===== config.mk =====
export PLATFORM = sky130hd
export DESIGN_NAME = dmem_arbiter_flat
export DESIGN_NICKNAME = d
export VERILOG_FILES = /design/src/rtl/dmem_arbiter_if.sv /design/src/rtl/dmem_arbiter.sv /design/src/flat_wrapper.sv
export SDC_FILE = /design/constraint.sdc
export NUM_CORES = 1
export LEC_CHECK = 0
export BUFFER_PORTS_ARGS = -buffer_cell sky130_fd_sc_hd__buf_2
export CAP_MARGIN = 20
export CORE_ASPECT_RATIO = 0.5
export CORE_UTILIZATION = 47
export CTS_BUF_LIST = sky130_fd_sc_hd__clkbuf_8
export DETAILED_ROUTE_END_ITERATION = 10
export HOLD_SLACK_MARGIN = 0.08
export PLACE_DENSITY = 0.84
export SLEW_MARGIN = 20
export SYNTH_ARGS = -nofsm -noshare
export SYNTH_HDL_FRONTEND = slang
export SYNTH_SLANG_ARGS = --single-unit

===== constraint.sdc =====
create_clock -name clk -period 5 [get_ports clk]
set_clock_uncertainty 0.15 [all_clocks]
set_input_delay 0.75 -clock clk [delete_from_list [all_inputs] [get_ports clk]]
set_output_delay 0.75 -clock clk [all_outputs]
set_load 0.01 [all_outputs]

===== src/rtl/dmem_arbiter_if.sv =====
// Bundle of core, host and data_mem signals around the data-memory arbiter.
// Handshake: a requester holds *_req; an access happens in exactly the cycle its *_gnt is high.
interface dmem_arbiter_if #(
  parameter int WIDTH      = 32,
  parameter int ADDR_WIDTH = 32,
  parameter int LEN_W      = 4
);
  logic                  core_req;
  logic                  core_we;
  logic [ADDR_WIDTH-1:0] core_addr;
  logic [WIDTH-1:0]      core_wdata;
  logic                  core_gnt;
  logic                  core_stall;
  logic [WIDTH-1:0]      core_rdata;

  logic                  host_req;
  logic                  host_we;
  logic [ADDR_WIDTH-1:0] host_addr;
  logic [LEN_W-1:0]      host_len;
  logic [WIDTH-1:0]      host_wdata;
  logic                  host_gnt;
  logic                  host_rvalid;
  logic [WIDTH-1:0]      host_rdata;
  logic                  host_done;

  logic                  mem_we;
  logic [ADDR_WIDTH-1:0] mem_addr;
  logic [WIDTH-1:0]      mem_wdata;
  logic [WIDTH-1:0]      mem_rdata;

  // Environment side: requesters and the memory's read data.
  modport master (
    output core_req, core_we, core_addr, core_wdata,
    output host_req, host_we, host_addr, host_len, host_wdata,
    output mem_rdata,
    input  core_gnt, core_stall, core_rdata,
    input  host_gnt, host_rvalid, host_rdata, host_done,
    input  mem_we, mem_addr, mem_wdata
  );

  // Arbiter side.
  modport slave (
    input  core_req, core_we, core_addr, core_wdata,
    input  host_req, host_we, host_addr, host_len, host_wdata,
    input  mem_rdata,
    output core_gnt, core_stall, core_rdata,
    output host_gnt, host_rvalid, host_rdata, host_done,
    output mem_we, mem_addr, mem_wdata
  );
endinterface


===== src/rtl/dmem_arbiter.sv =====
// Shares the data_mem port between the MEM stage (single beats, priority) and a
// host burst port; starvation of the host is bounded by a saturating wait counter.
module dmem_arbiter #(
  parameter int WIDTH        = 32,
  parameter int ADDR_WIDTH   = 32,
  parameter int MAX_BURST    = 8,
  parameter int STARVE_LIMIT = 4
) (
  input  logic           clk,
  input  logic           rst,
  dmem_arbiter_if.slave  bus,
  output logic           dbg_state
);
  localparam int LEN_W  = $clog2(MAX_BURST + 1);
  localparam int WAIT_W = $clog2(STARVE_LIMIT + 1);

  typedef enum logic {IDLE = 1'b0, HOST_BURST = 1'b1} state_e;

  state_e                state_q, state_d;
  logic [WAIT_W-1:0]     wait_cnt_q, wait_cnt_d;
  logic [LEN_W-1:0]      beats_left_q, beats_left_d;
  logic [ADDR_WIDTH-1:0] burst_addr_q, burst_addr_d;
  logic                  burst_we_q, burst_we_d;
  logic                  host_rvalid_q, host_rvalid_d;
  logic [WIDTH-1:0]      host_rdata_q, host_rdata_d;
  logic                  host_done_q, host_done_d;

  logic                  core_gnt, host_gnt, last_beat, host_win, starved;
  logic                  mem_we;
  logic [ADDR_WIDTH-1:0] mem_addr;
  logic [WIDTH-1:0]      mem_wdata;
  logic [LEN_W-1:0]      eff_len;

  // A zero length still moves one beat; oversize requests are clamped.
  assign eff_len = (bus.host_len == '0)                  ? LEN_W'(1) :
                   (bus.host_len > LEN_W'(MAX_BURST))    ? LEN_W'(MAX_BURST) :
                                                           bus.host_len;
  assign starved  = (wait_cnt_q == WAIT_W'(STARVE_LIMIT));
  assign host_win = bus.host_req && (starved || !bus.core_req);

  always_comb begin
    state_d      = state_q;
    wait_cnt_d   = wait_cnt_q;
    beats_left_d = beats_left_q;
    burst_addr_d = burst_addr_q;
    burst_we_d   = burst_we_q;
    core_gnt     = 1'b0;
    host_gnt     = 1'b0;
    last_beat    = 1'b0;
    mem_we       = 1'b0;
    mem_addr     = '0;
    mem_wdata    = '0;
    case (state_q)
      IDLE: begin
        if (host_win) begin
          host_gnt   = 1'b1;
          mem_we     = bus.host_we;
          mem_addr   = bus.host_addr;
          mem_wdata  = bus.host_wdata;
          wait_cnt_d = '0;
          if (eff_len > LEN_W'(1)) begin
            burst_addr_d = bus.host_addr + ADDR_WIDTH'(4);
            burst_we_d   = bus.host_we;
            beats_left_d = eff_len - LEN_W'(1);
            state_d      = HOST_BURST;
          end else begin
            last_beat = 1'b1;
          end
        end else begin
          if (bus.core_req) begin
            core_gnt  = 1'b1;
            mem_we    = bus.core_we;
            mem_addr  = bus.core_addr;
            mem_wdata = bus.core_wdata;
          end
          if (bus.host_req && !starved) wait_cnt_d = wait_cnt_q + WAIT_W'(1);
        end
      end
      HOST_BURST: begin
        // Burst cannot be aborted; host_req/addr/len are not looked at here.
        host_gnt     = 1'b1;
        mem_we       = burst_we_q;
        mem_addr     = burst_addr_q;
        mem_wdata    = bus.host_wdata;
        burst_addr_d = burst_addr_q + ADDR_WIDTH'(4);
        beats_left_d = beats_left_q - LEN_W'(1);
        if (beats_left_q == LEN_W'(1)) begin
          state_d   = IDLE;
          last_beat = 1'b1;
        end
      end
      default: state_d = IDLE;
    endcase
  end

  assign host_rvalid_d = host_gnt && !mem_we;
  assign host_rdata_d  = host_rvalid_d ? bus.mem_rdata : host_rdata_q;
  assign host_done_d   = last_beat;

  always_ff @(posedge clk or negedge rst) begin
    if (!rst) begin
      state_q       <= IDLE;
      wait_cnt_q    <= '0;
      beats_left_q  <= '0;
      burst_addr_q  <= '0;
      burst_we_q    <= 1'b0;
      host_rvalid_q <= 1'b0;
      host_rdata_q  <= '0;
      host_done_q   <= 1'b0;
    end else begin
      state_q       <= state_d;
      wait_cnt_q    <= wait_cnt_d;
      beats_left_q  <= beats_left_d;
      burst_addr_q  <= burst_addr_d;
      burst_we_q    <= burst_we_d;
      host_rvalid_q <= host_rvalid_d;
      host_rdata_q  <= host_rdata_d;
      host_done_q   <= host_done_d;
    end
  end

  assign bus.core_gnt    = core_gnt;
  assign bus.core_stall  = bus.core_req && !core_gnt;
  assign bus.core_rdata  = bus.mem_rdata;
  assign bus.host_gnt    = host_gnt;
  assign bus.host_rvalid = host_rvalid_q;
  assign bus.host_rdata  = host_rdata_q;
  assign bus.host_done   = host_done_q;
  assign bus.mem_we      = mem_we;
  assign bus.mem_addr    = mem_addr;
  assign bus.mem_wdata   = mem_wdata;
  assign dbg_state       = (state_q == HOST_BURST);
endmodule

===== src/flat_wrapper.sv =====
// flat-port wrapper written by rule: the top's interface ports become plain ports
module dmem_arbiter_flat 
#(
  parameter int WIDTH        = 32,
  parameter int ADDR_WIDTH   = 32,
  parameter int MAX_BURST    = 8,
  parameter int STARVE_LIMIT = 4
)
  (clk, rst, dbg_state, bus_core_req, bus_core_we, bus_core_addr, bus_core_wdata, bus_host_req, bus_host_we, bus_host_addr, bus_host_len, bus_host_wdata, bus_mem_rdata, bus_core_gnt, bus_core_stall, bus_core_rdata, bus_host_gnt, bus_host_rvalid, bus_host_rdata, bus_host_done, bus_mem_we, bus_mem_addr, bus_mem_wdata);
  dmem_arbiter_if #(.WIDTH(WIDTH), .ADDR_WIDTH(ADDR_WIDTH)) bus_i ();
  input  logic clk;
  input  logic rst;
  output logic dbg_state;
  input wire logic [$bits(bus_i.core_req)-1:0] bus_core_req;
  input wire logic [$bits(bus_i.core_we)-1:0] bus_core_we;
  input wire logic [$bits(bus_i.core_addr)-1:0] bus_core_addr;
  input wire logic [$bits(bus_i.core_wdata)-1:0] bus_core_wdata;
  input wire logic [$bits(bus_i.host_req)-1:0] bus_host_req;
  input wire logic [$bits(bus_i.host_we)-1:0] bus_host_we;
  input wire logic [$bits(bus_i.host_addr)-1:0] bus_host_addr;
  input wire logic [$bits(bus_i.host_len)-1:0] bus_host_len;
  input wire logic [$bits(bus_i.host_wdata)-1:0] bus_host_wdata;
  input wire logic [$bits(bus_i.mem_rdata)-1:0] bus_mem_rdata;
  output wire logic [$bits(bus_i.core_gnt)-1:0] bus_core_gnt;
  output wire logic [$bits(bus_i.core_stall)-1:0] bus_core_stall;
  output wire logic [$bits(bus_i.core_rdata)-1:0] bus_core_rdata;
  output wire logic [$bits(bus_i.host_gnt)-1:0] bus_host_gnt;
  output wire logic [$bits(bus_i.host_rvalid)-1:0] bus_host_rvalid;
  output wire logic [$bits(bus_i.host_rdata)-1:0] bus_host_rdata;
  output wire logic [$bits(bus_i.host_done)-1:0] bus_host_done;
  output wire logic [$bits(bus_i.mem_we)-1:0] bus_mem_we;
  output wire logic [$bits(bus_i.mem_addr)-1:0] bus_mem_addr;
  output wire logic [$bits(bus_i.mem_wdata)-1:0] bus_mem_wdata;
  assign bus_i.core_req = bus_core_req;
  assign bus_i.core_we = bus_core_we;
  assign bus_i.core_addr = bus_core_addr;
  assign bus_i.core_wdata = bus_core_wdata;
  assign bus_i.host_req = bus_host_req;
  assign bus_i.host_we = bus_host_we;
  assign bus_i.host_addr = bus_host_addr;
  assign bus_i.host_len = bus_host_len;
  assign bus_i.host_wdata = bus_host_wdata;
  assign bus_i.mem_rdata = bus_mem_rdata;
  assign bus_core_gnt = bus_i.core_gnt;
  assign bus_core_stall = bus_i.core_stall;
  assign bus_core_rdata = bus_i.core_rdata;
  assign bus_host_gnt = bus_i.host_gnt;
  assign bus_host_rvalid = bus_i.host_rvalid;
  assign bus_host_rdata = bus_i.host_rdata;
  assign bus_host_done = bus_i.host_done;
  assign bus_mem_we = bus_i.mem_we;
  assign bus_mem_addr = bus_i.mem_addr;
  assign bus_mem_wdata = bus_i.mem_wdata;
  dmem_arbiter #(.WIDTH(WIDTH), .ADDR_WIDTH(ADDR_WIDTH), .MAX_BURST(MAX_BURST), .STARVE_LIMIT(STARVE_LIMIT)) u_core (.clk(clk), .rst(rst), .bus(bus_i), .dbg_state(dbg_state));
endmodule

=== Word-level counts from Yosys, hierarchy flattened ===
Cells that the tools add are included.

* Register bits after elaboration: 75
* Bits of input ports: 170
* Output and inout port bits: 135
* Logic and storage cells: 66

* Add/sub/neg operators: 5
* Magnitude comparators: 2
* Equal/unequal tests: 4
* Multiplexer cells: 32
* Bitwise operators: 1
* Reduce and logical (&&, ||, !) cells: 14

{| class="wikitable"
|+ Operators by type and width
! cell !! number
|-
| 2-to-1 mux 32 bit || 6
|-
| one-hot mux 32 bit (2 select lines) || 3
|-
| adder 32 x 3 -> 32 bit (second input constant) || 2
|-
| 2-to-1 mux 4 bit || 4
|-
| 2-to-1 mux 1 bit || 12
|-
| one-hot mux 1 bit (2 select lines) || 4
|-
| one-hot mux 4 bit (2 select lines) || 1
|-
| subtractor 4 x 1 -> 4 bit (second input constant) || 2
|-
| 2-to-1 mux 3 bit || 2
|-
| equality test 4 x 1 -> 1 bit (second input constant) || 1
|-
| > comparator 4 x 1 -> 1 bit (second input constant) || 1
|-
| > comparator 4 bit (second input constant) || 1
|-
| logical AND 1 bit || 4
|-
| logical NOT 1 bit || 4
|-
| logical NOT 4 bit || 1
|-
| != test 2 x 1 -> 1 bit (second input constant) || 2
|-
| AND reduction 2 bit || 2
|-
| adder 3 x 1 -> 3 bit (second input constant) || 1
|-
| equality test 3 bit (second input constant) || 1
|-
| AND reduction 3 bit || 1
|-
| nonzero test 2 bit || 1
|-
| logical OR 1 bit || 1
|-
| NOT 1 bit || 1
|}

=== Depth between registers and ports, before layout ===
* Depth after elaboration: 7
* Depth in mapped cells: 17
* Depth with buffers taken out: 10

=== Least setup slack after synthesis ===
OpenSTA, ideal clock, no wires.

* Path kind: reg-to-reg
* Start: reg u_core.state_q, in the netlist u_core.dbg_state
* End: reg u_core.burst_addr_q[24]
* Library setup time: 141 ps
* Arrival: 3263 ps
* Required time: 4709 ps
* Setup slack: 1445 ps
* Cell stages (with the launch flop): 17
* Buffers on the path: 7
* Clock period less this slack: 3555 ps
* Cells stage by stage: dfrtp_1 buf_6 buf_6 buf_4 buf_2 buf_2 buf_1 clkbuf_1 nand2_1 nand2_1 ha_1 nand4b_1 a22oi_1 nand3_1 nor4_1 mux2i_1 a211oi_1

* Word-level cells in the longest chain between the ends: 3
* Elaborated cells on any way between the ends: 5
* Those cells by class: eq/ne (2); mux (1); bitwise (1); reduce/logical (1)

{| class="wikitable"
|+ RTL lines
! element !! line !! text
|-
| start, declared || dmem_arbiter.sv:19 || <nowiki>state_e state_q, state_d;</nowiki>
|-
| start signal, assigned || dmem_arbiter.sv:111 || <nowiki>state_q <= state_d;</nowiki>
|-
| NOT 1 bit (no line) || - ||
|-
| != test 2 x 1 -> 1 bit (no line) || - ||
|-
| AND reduction 2 bit (no line) || - ||
|-
| end signal, assigned || dmem_arbiter.sv:114 || <nowiki>burst_addr_q <= burst_addr_d;</nowiki>
|-
| end, declared || dmem_arbiter.sv:22 || <nowiki>logic [ADDR_WIDTH-1:0] burst_addr_q, burst_addr_d;</nowiki>
|}

Parallel ways exist; a longest one is shown, timed or not.
A chain may end at the register's enable or synchronous reset.

=== Final worst setup path ===
* Start: in bus_core_req
* End: out bus_mem_addr[8]

* Word-level cells in the longest chain between the ends: 5
* Elaborated cells on any way between the ends: 6
* Those cells by class: mux (3); reduce/logical (3)

{| class="wikitable"
|+ RTL lines
! element !! line !! text
|-
| start, declared || flat_wrapper.sv:14 || <nowiki>input wire logic [$bits(bus_i.core_req)-1:0] bus_core_req;</nowiki>
|-
| logical NOT 1 bit || dmem_arbiter.sv:39 || <nowiki>assign host_win = bus.host_req && (starved || !bus.core_req);</nowiki>
|-
| logical OR 1 bit || dmem_arbiter.sv:39 ||
|-
| logical AND 1 bit || dmem_arbiter.sv:39 ||
|-
| 2-to-1 mux 32 bit * || dmem_arbiter.sv:55 || <nowiki>if (host_win) begin</nowiki>
|-
| one-hot mux 32 bit (2 select lines) * || dmem_arbiter.sv:53 || <nowiki>case (state_q)</nowiki>
|-
| end, declared || flat_wrapper.sv:32 || <nowiki>output wire logic [$bits(bus_i.mem_addr)-1:0] bus_mem_addr;</nowiki>
|}

Every way passes the cells marked *; elsewhere a longest branch is shown, timed or not.

==> results.sh <==
export IMPL_area_delta_synth_final_pct=27.7
export IMPL_die_area_sq_mm=0.0125
export IMPL_antenna_cells=0
export IMPL_synth_top_cell_area_share=0.333
export IMPL_syn_inst=665
export IMPL_drive_gt1_frac=0.415
export IMPL_synth_warning_count=0
export IMPL_cp_start_kind="input pin"
export IMPL_cts_clk_slew_worst_paths_ns=0.08
export IMPL_drcViolationCount=0
export IMPL_grt_pass1_wl_microns=25800
export IMPL_n_fill_cell=962
export IMPL_hold_viol_final=0
export IMPL_yosys_top_cells_area="dfrtp_1, nand2_1, mux2_2"
export IMPL_port_buffers=304
export IMPL_critical_path_class="input pin to primary output"
export IMPL_hpwl_microns=12400
export IMPL_dr_pass1_iters=7
export IMPL_cellLeakagePower_nw=3.63
export IMPL_worst_path_largest_cell_delay_ns=0.53
export IMPL_num_rows=27
export IMPL_maxSlewViolCount=0
export IMPL_p_per_area_mw_per_mm2=532
export IMPL_yosys_register_bits=75
export IMPL_synth_common_cells="nand2_1, dfrtp_1, o21ai_0, inv_1, mux2_2"
export IMPL_setup_tns_ns=0
export IMPL_place_congestion=0.854
export IMPL_crit_required_ns=4.10
export IMPL_setup_viol=0
export IMPL_worst_slew_pin_slew_ns=0.960
export IMPL_cts_sinks=75
export IMPL_grt_pass1_vias=5429
export IMPL_finalPower_mw=3.83
export IMPL_root_buffer="clkbuf_8"
export IMPL_cts_buffers=9
export IMPL_grt_max_degree=76
export IMPL_ctsResizeCount=0
export IMPL_crit_path_top_delay_cell="nor2_2"
export IMPL_syn_area_sq_mm=0.00564
export IMPL_ioPinCount=305
export IMPL_cts_buffer_depth=2
export IMPL_status="finished, final reports clean"
export IMPL_synth_ff_type="dfrtp_1"
export IMPL_drt_iter0_markers=598
export IMPL_grt_overflow=0
export IMPL_post_cts_setup_buffers=0
export IMPL_vias_per_cell=5.47
export IMPL_core_area_sq_mm=0.0113
export IMPL_avgSynthCellArea_sq_um=8.48
export IMPL_die_y_microns=79.4
export IMPL_antenna_found_initial=0
export IMPL_yosysSeqAreaShare=0.333
export IMPL_track_usage=0.257
export IMPL_nets=1090
export IMPL_rsz0062_at_grt="no"
export IMPL_period_minus_slack_ns=4.14
export IMPL_fin_util=0.636
export IMPL_max_vdd_ir_drop_uv=250
export IMPL_relSlewSlack=0.360
export IMPL_initial_core_util=0.498
export IMPL_routed_wl_microns=16400
export IMPL_yosysUniqueCellTypes=52
export IMPL_cts_tree="done"
export IMPL_antenna_left=0
export IMPL_die_w_microns=157
export IMPL_period_share=0.828
export IMPL_cp_max_fo=67
export IMPL_crit_arrival_ns=3.24
export IMPL_clock_latency_ns=0.36
export IMPL_holdWs_ns=0.343
export IMPL_syn_num_nets=842
export IMPL_drv_cap=0
export IMPL_hold_class="flip-flop to flip-flop"
export IMPL_pre_cts_ws_ns=0.907
export IMPL_wl_per_cell_microns=15.2
export IMPL_dr_total_vias=5887
export IMPL_ctsHoldBuffers=0
export IMPL_synth_edf_count=0
export IMPL_yosysTopAreaCell="dfrtp_1"
export IMPL_cp_cell_sequence="buf_2 > a21bo_2 > nand2_1 > nand2_2 > buf_4 > nor2_2 > buf_4 > a222oi_1 > inv_1 > buf_2"
export IMPL_async_reset_ff_frac=1.00
export IMPL_max_freq_mhz=242
export IMPL_cp_end_kind="primary output"
export IMPL_synth_most_common_cell="nand2_1"
export IMPL_htreeDepth=3
export IMPL_fin_ws_ns=0.860
-- kinds of logic (layout without fill, tap and decap cells) --
| group | count (synthesis) | in the layout | synth area share |
|---|---|---|---|
| xor gates and xnor gates | 50 | 50 | 0.0777 |
| buffers and inverters | 118 | 371 | 0.107 |
| AOI/OAI and AO/OA | 145 | 145 | 0.187 |
| DFF | 75 | 75 | 0.333 |
| muxes | 45 | 45 | 0.0877 |
| adders and majority gates | 7 | 7 | 0.0155 |
| and+or+nand+nor | 225 | 225 | 0.192 |
-- state kept, by name, summed over array words and instances, names as in the netlist --
signal,flops
u_core.wait_cnt_q,3
u_core.dbg_state,1
u_core.bus.host_rdata,32
u_core.beats_left_q,4
u_core.burst_addr_q,32
u_core.bus.host_rvalid,1
u_core.burst_we_q,1
u_core.bus.host_done,1
-- final timing paths --
check	start	endpoint	slack [ns]	cells after the start
max in group asynchronous	rst	u_core.dbg_state	3.65	1
hold / removal	u_core.burst_addr_q[1]	u_core.burst_addr_q[1]	0.34	2
min in group asynchronous	rst	u_core.burst_addr_q[30]	0.40	1
setup reg to reg	u_core.dbg_state	u_core.burst_addr_q[28]	1.52	11
setup / recovery	bus_core_req	bus_mem_addr[8]	0.86	10
hold reg to reg	u_core.burst_addr_q[1]	u_core.burst_addr_q[1]	0.34	2
-- critical path: cells and delay by family --
family	cells	cell delay [ns]
AOI/OAI and AO/OA	2	0.44
buffers and inverters	5	1.31
and+or+nand+nor	3	0.71
-- routing by layer --
layer	share of wire	track usage	up-vias	wire length [microns]
met5	0	0	-	0
met4	0.020	0.0824	0	324
met3	0.058	0.0380	32	953
met2	0.50	0.466	254	8220
met1	0.42	0.317	2753	6910
li1	-	-	2848	-
-- through the flow --
stage | cells | instance area [sq um]
finish | 1077 | 7200
global route | 1077 | 7200
CTS | 1077 | 7200
detailed placement | 1061 | 7020
global placement | 1061 | 7020
floorplan | 665 | 5640
-- cell usage in the layout (no fill, tap or decap), types with 5 or more instances in the layout --
cell,netlist,layout
buf_2,6,303
nand2_1,132,131
dfrtp_1,75,74
o21ai_0,45,45
inv_1,41,41
mux2_2,35,35
a222oi_1,33,33
nand3_1,27,27
xor2_1,26,26
xnor2_1,24,24
nor2_1,21,19
a21oi_1,15,15
a22oi_1,11,11
o221ai_1,10,10
mux2i_1,10,10
nand3b_1,10,10
buf_4,34,10
clkbuf_8,0,9
o22ai_1,8,8
ha_1,7,7
nand4_1,6,6
nand2b_1,5,5
-- power breakdown --
group          switching [mW]  internal, mW  leakage, nW
Clock                   0.258         0.188       0.0886
Sequential              0.325         0.914        0.882
Combinational            1.14          1.01         2.66
-- final cells by class --
class	count	area [sq um]	share of cell area
Sequential cell	75	1880	0.261
Tap cell	159	199	0.0276
Clock inverter	7	57.6	0.00800
Timing Repair Buffer	314	1610	0.224
Clock buffer	9	124	0.0172
Multi-Input combinational cell	472	3170	0.441
Inverter	41	154	0.0214
(Power assumes the default switching activity.)
